--- config.mk ---
export PLATFORM = sky130hd
export DESIGN_NAME = bridge_arbiter
export DESIGN_NICKNAME = d
export VERILOG_FILES = /design/src/rtl/bridge_arbiter_pkg.sv /design/src/rtl/bridge_arbiter_arb_slot.sv /design/src/rtl/bridge_arbiter.sv
export SDC_FILE = /design/constraint.sdc
export NUM_CORES = 1
export LEC_CHECK = 0
export CORE_AREA = 2 2 170 172
export CTS_CLUSTER_DIAMETER = 60
export CTS_CLUSTER_SIZE = 8
export DETAILED_ROUTE_END_ITERATION = 12
export DIE_AREA = 0 0 172 174
export PLACE_DENSITY = 0.83
export REMOVE_ABC_BUFFERS = 1
export SKIP_LAST_GASP = 1
export SYNTH_ARGS = -nofsm -noshare
export SYNTH_HDL_FRONTEND = slang
export SYNTH_SLANG_ARGS = --single-unit
--- constraint.sdc ---
create_clock -name clk -period 2.5 [get_ports clk]
set_clock_uncertainty 0.1 [all_clocks]
set_input_delay 0.5 -clock clk [delete_from_list [all_inputs] [get_ports clk]]
set_output_delay 0.5 -clock clk [all_outputs]
set_load 0.005 [all_outputs]
--- src/rtl/bridge_arbiter_pkg.sv ---
// Shared types and helpers for the two-client bridge arbiter.
// Holds the FSM state encodings, the request record and the grant picker.
package bridge_arbiter_pkg;

  localparam int ARB_CLIENTS = 2;

  typedef logic [1:0] Arb_state;
  localparam Arb_state ARB_IDLE  = 2'd0;
  localparam Arb_state ARB_ISSUE = 2'd1;
  localparam Arb_state ARB_WAIT  = 2'd2;
  localparam Arb_state ARB_RESP  = 2'd3;

  typedef struct packed {
    logic        r_wb;
    logic [7:0]  addr;
    logic [63:0] wdata;
  } Arb_req;

  // With both slots pending the round-robin pointer decides, otherwise the lone requester wins.
  function automatic logic pick_grant(input logic [1:0] pending, input logic rr_ptr);
    return (pending == 2'b11) ? rr_ptr : pending[1];
  endfunction

endpackage

--- src/rtl/bridge_arbiter_arb_slot.sv ---
// One-entry request holder: latches a client's request pulse while empty.
// A pulse arriving while the slot is full is dropped; the slot keeps its contents.
module arb_slot #(
  parameter int ADDR_W = 8,
  parameter int DATA_W = 64
) (
  input  logic              clk,
  input  logic              rst,
  input  logic              load,
  input  logic              load_r_wb,
  input  logic [ADDR_W-1:0] load_addr,
  input  logic [DATA_W-1:0] load_wdata,
  input  logic              clear,
  output logic              valid,
  output logic              ready,
  output logic              r_wb,
  output logic [ADDR_W-1:0] addr,
  output logic [DATA_W-1:0] wdata
);

  always_ff @(posedge clk) begin
    if (rst) begin
      valid <= 1'b0;
      r_wb  <= 1'b0;
      addr  <= '0;
      wdata <= '0;
    end else if (clear) begin
      valid <= 1'b0;
    end else if (load && !valid) begin
      valid <= 1'b1;
      r_wb  <= load_r_wb;
      addr  <= load_addr;
      wdata <= load_wdata;
    end
  end

  assign ready = ~valid;

endmodule

--- src/rtl/bridge_arbiter.sv ---
// Shares the single bridge channel between the BEV core (port 0) and a refill client (port 1).
// One transaction in flight at a time, round-robin on contention, watchdog abort on silence.
module bridge_arbiter
  import bridge_arbiter_pkg::*;
#(
  parameter int ADDR_W  = 8,
  parameter int DATA_W  = 64,
  parameter int TIMEOUT = 1023
) (
  input  logic                                 clk,
  input  logic                                 rst,
  input  logic [ARB_CLIENTS-1:0]               req_valid,
  input  logic [ARB_CLIENTS-1:0]               req_r_wb,
  input  logic [ARB_CLIENTS-1:0][ADDR_W-1:0]   req_addr,
  input  logic [ARB_CLIENTS-1:0][DATA_W-1:0]   req_wdata,
  output logic [ARB_CLIENTS-1:0]               req_ready,
  output logic [ARB_CLIENTS-1:0]               rsp_valid,
  output logic [DATA_W-1:0]                    rsp_rdata,
  output logic [ARB_CLIENTS-1:0]               rsp_err,
  output logic                                 C_in_valid,
  output logic                                 C_r_wb,
  output logic [ADDR_W-1:0]                    C_addr,
  output logic [DATA_W-1:0]                    C_data_w,
  input  logic                                 C_out_valid,
  input  logic [DATA_W-1:0]                    C_data_r
);

  localparam logic [12:0] TIMEOUT_LIM = 13'(TIMEOUT);

  Arb_state                              state;
  logic                                  grant;
  logic                                  rr_ptr;
  logic                                  err;
  logic [11:0]                           wd_cnt;
  logic [ARB_CLIENTS-1:0]                slot_v;
  logic [ARB_CLIENTS-1:0]                slot_rwb;
  logic [ARB_CLIENTS-1:0][ADDR_W-1:0]    slot_addr;
  logic [ARB_CLIENTS-1:0][DATA_W-1:0]    slot_wdata;
  logic [ARB_CLIENTS-1:0]                slot_clear;
  logic                                  next_grant;

  assign slot_clear = (state == ARB_RESP) ? (grant ? 2'b10 : 2'b01) : 2'b00;
  assign next_grant = pick_grant(slot_v, rr_ptr);

  for (genvar i = 0; i < ARB_CLIENTS; i++) begin : g_slot
    arb_slot #(.ADDR_W(ADDR_W), .DATA_W(DATA_W)) u_slot (
      .clk        (clk),
      .rst        (rst),
      .load       (req_valid[i]),
      .load_r_wb  (req_r_wb[i]),
      .load_addr  (req_addr[i]),
      .load_wdata (req_wdata[i]),
      .clear      (slot_clear[i]),
      .valid      (slot_v[i]),
      .ready      (req_ready[i]),
      .r_wb       (slot_rwb[i]),
      .addr       (slot_addr[i]),
      .wdata      (slot_wdata[i])
    );
  end

  // Bridge fields are registered at grant time so they hold the last issued request afterwards.
  always_ff @(posedge clk) begin
    if (rst) begin
      state     <= ARB_IDLE;
      grant     <= 1'b0;
      rr_ptr    <= 1'b0;
      err       <= 1'b0;
      wd_cnt    <= '0;
      C_r_wb    <= 1'b0;
      C_addr    <= '0;
      C_data_w  <= '0;
      rsp_rdata <= '0;
    end else begin
      case (state)
        ARB_IDLE: begin
          if (|slot_v) begin
            grant    <= next_grant;
            C_r_wb   <= slot_rwb[next_grant];
            C_addr   <= slot_addr[next_grant];
            C_data_w <= slot_wdata[next_grant];
            state    <= ARB_ISSUE;
          end
        end
        ARB_ISSUE: begin
          wd_cnt <= '0;
          state  <= ARB_WAIT;
        end
        ARB_WAIT: begin
          if (C_out_valid) begin
            err       <= 1'b0;
            rsp_rdata <= C_r_wb ? C_data_r : '0;
            state     <= ARB_RESP;
          end else if (({1'b0, wd_cnt} + 13'd1) >= TIMEOUT_LIM) begin
            err       <= 1'b1;
            rsp_rdata <= '0;
            state     <= ARB_RESP;
          end else if (wd_cnt != 12'hFFF) begin
            wd_cnt <= wd_cnt + 12'd1;
          end
        end
        default: begin
          rr_ptr <= ~grant;
          state  <= ARB_IDLE;
        end
      endcase
    end
  end

  assign C_in_valid = (state == ARB_ISSUE);

  always_comb begin
    rsp_valid = '0;
    rsp_err   = '0;
    if (state == ARB_RESP) begin
      if (err) rsp_err[grant] = 1'b1;
      else     rsp_valid[grant] = 1'b1;
    end
  end

endmodule

==> results of run 1 <==
per-layer routing:
metal	track usage (%)	vias to the layer above	routed length (um)	share of wire (%)
met3	4.39	99	2160	6.0
li1	-	5486	-	-
met5	0	-	0	0
met4	11.9	0	1640	4.5
met1	29.0	5251	14700	41
met2	39.5	409	17700	49
logic make-up (layout without fill, tap and decap cells):
logic type / Yosys count / count (layout)
compound gates: 254 / 254
xor+xnor: 2 / 2
fa+ha+maj: 7 / 7
buf+inv: 123 / 457
flops: 302 / 302
mux: 69 / 69
other cells: 0 / 4
simple gates: 704 / 704
sequential cells by signal, indices dropped and copies added (netlist names):
register	cells
err	1
C_data_w	64
rr_ptr	1
C_addr	8
rsp_rdata	64
grant	1
g_slot.u_slot.addr	16
state	2
g_slot.u_slot.wdata	128
g_slot.u_slot.valid	2
g_slot.u_slot.r_wb	2
C_r_wb	1
wd_cnt	12
through the flow:
step	instances	total power (W)	hold slack [ns]	worst slack, ns	cell area [um^2]
after floorplan	1347	0.00735	0.331	-4.95	11400
after global placement	2126	0.00916	0.342	0.149	16000
after detailed placement	2126	0.00925	0.347	0.0848	16000
after CTS	2176	0.0145	0.352	0.00161	17200
after global routing	2183	0.0150	0.369	0.0132	17300
final	2183	0.0144	0.352	0.0606	17300
power by group:
group | total, W | switching (W) | leakage, nW | internal [W]
Combinational | 0.00337 | 0.00164 | 3.40 | 0.00173
Clock | 0.00518 | 0.00201 | 0.582 | 0.00317
Sequential | 0.00583 | 0.000365 | 2.47 | 0.00546
repair_timing:
action                     in CTS  in global routing
pin swaps                       0                  2
setup endpoints to repair       4                 80
gates resized for setup         6                  5
setup buffers                   0                  3
how the worst max path moves through the flow:
stage | to | slack [ns] | cells past startpoint
2_1_floorplan | C_addr[0] | -4.95 | 5
3_3_place_gp | state[0] | 0.15 | 8
3_5_place_dp | state[1] | 0.08 | 8
4_1_cts | state[1] | 0.002 | 8
5_1_grt | rsp_valid[1] | 0.01 | 4
6_report | rsp_err[0] | 0.06 | 4
layout by cell type (no fill, tap or decap), types with 2 or more instances in the layout:
| cell type | count |
|---|---|
| nand2_1 | 512 |
| clkdlybuf4s50_1 | 356 |
| dfxtp_1 | 300 |
| a21oi_1 | 156 |
| nor2_1 | 86 |
| a311oi_1 | 73 |
| nand2b_1 | 69 |
| mux2i_1 | 68 |
| clkbuf_16 | 45 |
| buf_4 | 25 |
| buf_12 | 15 |
| inv_1 | 8 |
| nand3_1 | 6 |
| or3_1 | 6 |
| ha_1 | 6 |
| o21ai_0 | 5 |
| diode_2 | 4 |
| o211ai_1 | 4 |
| nor2b_1 | 3 |
| and3_2 | 2 |
| nand3_4 | 2 |
| a211oi_1 | 2 |
| nand2_2 | 2 |
| o21ai_4 | 2 |
| nand4_1 | 2 |
| a211o_1 | 2 |
| o311ai_1 | 2 |
| xnor2_1 | 2 |
| o311ai_0 | 2 |
| dfxtp_2 | 2 |
worst max-delay path, delay by kind of cell, from the launching register on:
| kind | cells | cell delay (ns) |
|---|---|---|
| flops | 1 | 0.39 |
| simple gates | 2 | 0.25 |
| fa+ha+maj | 1 | 0.16 |
| buf+inv | 1 | 0.52 |
cell type report:
class	count	share of cell area, %
Tap cell	384	2.79
Sequential cell	302	35.1
Timing Repair Buffer	398	23.6
Antenna cell	4	0.0580
Clock buffer	46	6.55
Clock inverter	4	0.348
Multi-Input combinational cell	1036	31.4
Inverter	9	0.196
==> metrics.txt, run 1 <==
Vias per Instance=5.15; WL per Instance=approximately 17 um; CP max stage delay=0.52 ns; DR vias=about 11000; total track usage=23.6%; count leader, synth=nand2_1; first-pass GRT wire length=57200 um; Initial Util=42.1%; Max-Cap Viols=0; synth cell count leaders=514 x nand2_1, 302 x dfxtp_1, 156 x a21oi_1; most area-consuming cells after synthesis=dfxtp_1 51%, nand2_1 16%, a21oi_1 6.6%, mux2i_1 5.8%, a311oi_1 5.4%; Final Max Slew Viols=0; hold_sp=g_slot[0].u_slot.wdata[40]; Pre-antenna DRT Iters=5; Max clock buf depth=3; Tightest Hold Check Type=register to register; Slew headroom=65.4%; status=complete, no violations; PD cells=834 mW/mm^2; final layout net count=~2000; antenna-violating nets left=0; Ys Warns=0; Period Utilization, post-route=around 98%; area fraction of the dominant cell type after synthesis=50.9%; worst-margin pin slew=0.519 ns; Netlist cell types=42; Final Core Density=61.1%; syn_area_per_cell=approximately 8.1 um^2; main flop type after synthesis=dfxtp_1; fraction of the mapped netlist area in adder cells=0.737%; register area=slightly above 0.006 mm^2; total CTS buffers=44; Max VDD drop=0.534 mV; CTS H-tree depth=2; Worst Path Required=~1.9 ns; vias in the first global route=11106; worst skew pair latency=0.52 ns; leakage=between 6 and 7 nW; crit path kind=register to output port; FP Rows=62; mux cell area share after synthesis=between 5 and 6%; synthesized area=0.0119 mm^2; detailed-route DRC error count=0; IO Count=359; WHS Endpoint=g_slot[0].u_slot.wdata[40]; Die W=approximately 170 um; CTS tree=built; die area=roughly 0.03 mm^2; global route overflow=0; Post-Syn Instances=~1500; number of synthesized flops with an enable pin=0; largest net degree at the start of global routing=90; Synth area leader=dfxtp_1; Synth Area in Compound Gates=13.6%; Clk pin slew, worst setup/hold paths=0.05 ns; worst r2r path cells=9; Yosys reg bits=302; CP Launch Type=register; sequential area share after synthesis=between 50% and 60%; Max Freq=just over 0.4 GHz; fillers=2412; ys async rst share=0%; Placer Congestion=a little under 0.9; endpoints failing setup=0; Area Growth Syn to Fin=45.2%; worst-path fanout max=5; layout cells sized above 1=6.24%; Core Region=0.0282 mm^2; area occupied by multi-input gates=0.00541 mm^2; worst hold stages=2; I/O Buffers=358; RSZ-0062 raised after global routing=no; clock root buffer=clkbuf_16; Cell Chain, Critical Path=ha_4, nand2b_2, nor2_1, clkdlybuf4s50_1; Reg2Reg Setup Slack=~0.19 ns; Post-Synth XOR/XNOR Area=less than 1%; total negative slack=0 ns; WP data arrival=around 1.8 ns; crit end category=output port; critical path startpoint=state[0]; Final Hold Fails=0; TritonCTS Sinks=302; WL final=36200 um; DR iter-0 viols=722; Period minus WS final=2.44 ns; DP Wirelength=23400 um; Slowest cell on crit path=clkdlybuf4s50_1; hold_buf cts=0; RR Startpoint=wd_cnt[0]; reg2reg end=rsp_rdata[5]; Simple-Gate Fraction of Synth Area=between 20% and 30%; largest family of logic cells by synthesized area=simple AND/OR/NAND/NOR gates; Die Height=174 um; initial antenna violation count=4
(Power assumes the default switching activity.)
==> run 2, diff against run 1 <==
--- a/config.mk
+++ b/config.mk
@@ -10,6 +10,7 @@
 export CTS_CLUSTER_SIZE = 8
 export DETAILED_ROUTE_END_ITERATION = 12
 export DIE_AREA = 0 0 172 174
+export HOLD_SLACK_MARGIN = 0.15
 export PLACE_DENSITY = 0.83
 export REMOVE_ABC_BUFFERS = 1
 export SKIP_LAST_GASP = 1
==> results of run 2 <==
The final DEF is identical to that of run 1; final timing and power are the same.
==> run 3, diff against run 2 <==
--- a/config.mk
+++ b/config.mk
@@ -11,7 +11,8 @@
 export DETAILED_ROUTE_END_ITERATION = 12
 export DIE_AREA = 0 0 172 174
 export HOLD_SLACK_MARGIN = 0.15
-export PLACE_DENSITY = 0.83
+export MAX_ROUTING_LAYER = met4
+export PLACE_DENSITY = 0.76
 export REMOVE_ABC_BUFFERS = 1
 export SKIP_LAST_GASP = 1
 export SYNTH_ARGS = -nofsm -noshare
==> metrics.txt, run 3 (same netlist as run 1, synthesis figures left out) <==
status=complete, no violations; TritonCTS Sinks=302 (unchanged); Max clock buf depth=3 (unchanged); first-pass GRT wire length=56600 um (-1.0%); Clk pin slew, worst setup/hold paths=0.05 ns (about the same); Pre-antenna DRT Iters=5 (unchanged); crit end category=output port; max layer used=met4; Met1 Wirelength=15500 um (+5.9%); total negative slack=0 ns (unchanged); Vias per Instance=5.14 (-0.17%); WL final=37000 um (+2.1%); global route overflow=0 (unchanged); CTS tree=built; Period Utilization, post-route=97.8% (+0.19 points); Core Region=0.0282 mm^2 (unchanged); FP Rows=62 (unchanged); DR vias=11252 (+0.062%); leading registers by flop count=g_slot.u_slot.wdata: 128 flops, C_data_w: 64 flops, rsp_rdata: 64 flops; crit path kind=register to output port; Slew headroom=53.7% (-12 points); largest net degree at the start of global routing=86 (-4.4%); I/O Buffers=358 (unchanged); met2 wire length=17700 um (-0.14%); die area=0.0299 mm^2 (unchanged); RR Startpoint=wd_cnt[0]; worst-margin pin slew=0.695 ns (+0.175 ns); Period minus WS final=2.44 ns (+0.00465 ns); DP Wirelength=23400 um (about the same); Max VDD drop=0.549 mV (+2.8%); leakage=6.58 nW (+2.0%); WP data arrival=1.84 ns (about the same); hold_buf cts=0 (unchanged); CP Launch Type=register; met3 routed WL=2110 um (-2.0%); Final Max Slew Viols=0 (unchanged); detailed-route DRC error count=0 (unchanged); hold_sp=rst; Die W=172 um (unchanged); CTS H-tree depth=2 (unchanged); worst skew pair latency=0.53 ns (about the same); Initial Util=42.1% (unchanged); Tightest Hold Check Type=input pin to register; endpoints failing setup=0 (unchanged); final layout net count=2019 (+0.30%); total power=0.0146 W (+1.7%); antenna-violating nets left=0 (unchanged); initial antenna violation count=2 (-2); clock root buffer=clkbuf_16; most common cell after layout, fill and taps aside=nand2_1; critical path startpoint=state[1]; DR iter-0 viols=770 (+6.6%); total track usage=24.1% (+0.45 points); layout cells sized above 1=6.49% (+0.25 points); total CTS buffers=44 (unchanged); Max-Cap Viols=0 (unchanged); max FFs per register=128 (unchanged); Die Height=174 um (unchanged); Final Hold Fails=0 (unchanged); Area Growth Syn to Fin=46.4%; vias in the first global route=11109 (+0.027%); Worst Path Required=1.90 ns (about the same); WL per Instance=16.9 um (+1.9%); Placer Congestion=0.849 (-2.2%); IO Count=359 (unchanged); Max Freq=0.409 GHz (-0.19%); worst-path fanout max=5 (unchanged); most frequent cells in the layout=513 x nand2_1, 354 x clkdlybuf4s50_1, 300 x dfxtp_1; worst hold stages=2 (unchanged); PD cells=841 mW/mm^2 (+0.90%); worst r2r path cells=10 (+1); Most flops, register=g_slot.u_slot.wdata
[run 3: cell count changes in the layout (fill, tap and decap cells not counted), moves of 2 or more]
cell / before / now
inv_16: 0 / 2
dfxtp_4: 0 / 2
clkbuf_16: 45 / 49
diode_2: 4 / 2
dfxtp_2: 2 / 0
dlymetal6s2s_1: 0 / 3
buf_6: 0 / 2
clkdlybuf4s50_1: 356 / 354
[run 3: where the power goes]
part           switching, W  internal, W
registers          0.000364      0.00547
logic               0.00167      0.00179
clock network       0.00203      0.00331
[run 3: area by class of cell]
type                            count  area [um^2]
Clock inverter                      4         75.1
Timing Repair Buffer              403         4190
Inverter                            9         33.8
Multi-Input combinational cell   1037         5420
Tap cell                          384          480
Antenna cell                        2         5.00
Fill cell                        2433        10800
Sequential cell                   302         6050
Clock buffer                       47         1140
[run 3: critical path: stages, from the launching register on]
cell and delay (ns):
dfxtp_4 0.37, ha_2 0.20, nand2_2 0.12, nor2_1 0.11, clkdlybuf4s50_1 0.52
[run 3: metrics by stage]
step / hold slack [ns] / utilization, % / worst slack (ns) / area, um^2 / std cells
3_5_place_dp: 0.347 / 56.5 / 0.129 / 16000 / 2125
6_report: 0.272 / 61.6 / 0.0559 / 17400 / 2188
4_1_cts: 0.261 / 60.9 / -0.0620 / 17200 / 2176
2_1_floorplan: 0.331 / - / -4.95 / 11400 / 1347
5_1_grt: 0.276 / 61.6 / -0.0319 / 17400 / 2188
3_3_place_gp: 0.342 / 56.5 / 0.169 / 16000 / 2125
[run 3: routing by layer]
metal  track usage [%]  vias up
met2              39.5      386
li1                  -     5506
met3              3.94      108
met5                 -        -
met4              10.9        0
met1              28.9     5252
[run 3: repair_timing]
item | CTS | global route
resized for setup | 2 | 12
pin swaps | 0 | 3
setup buffers | 0 | 3
setup endpoints to repair | 4 | 74
cloned | 0 | 7
[run 3: worst paths after layout]
kind,endpoint,slack (ns)
worst min-delay path,g_slot[0].u_slot.wdata[8],0.27
worst max register to register,rsp_rdata[45],0.12
worst max-delay path,rsp_err[1],0.06
worst min register to register,g_slot[1].u_slot.wdata[10],0.35
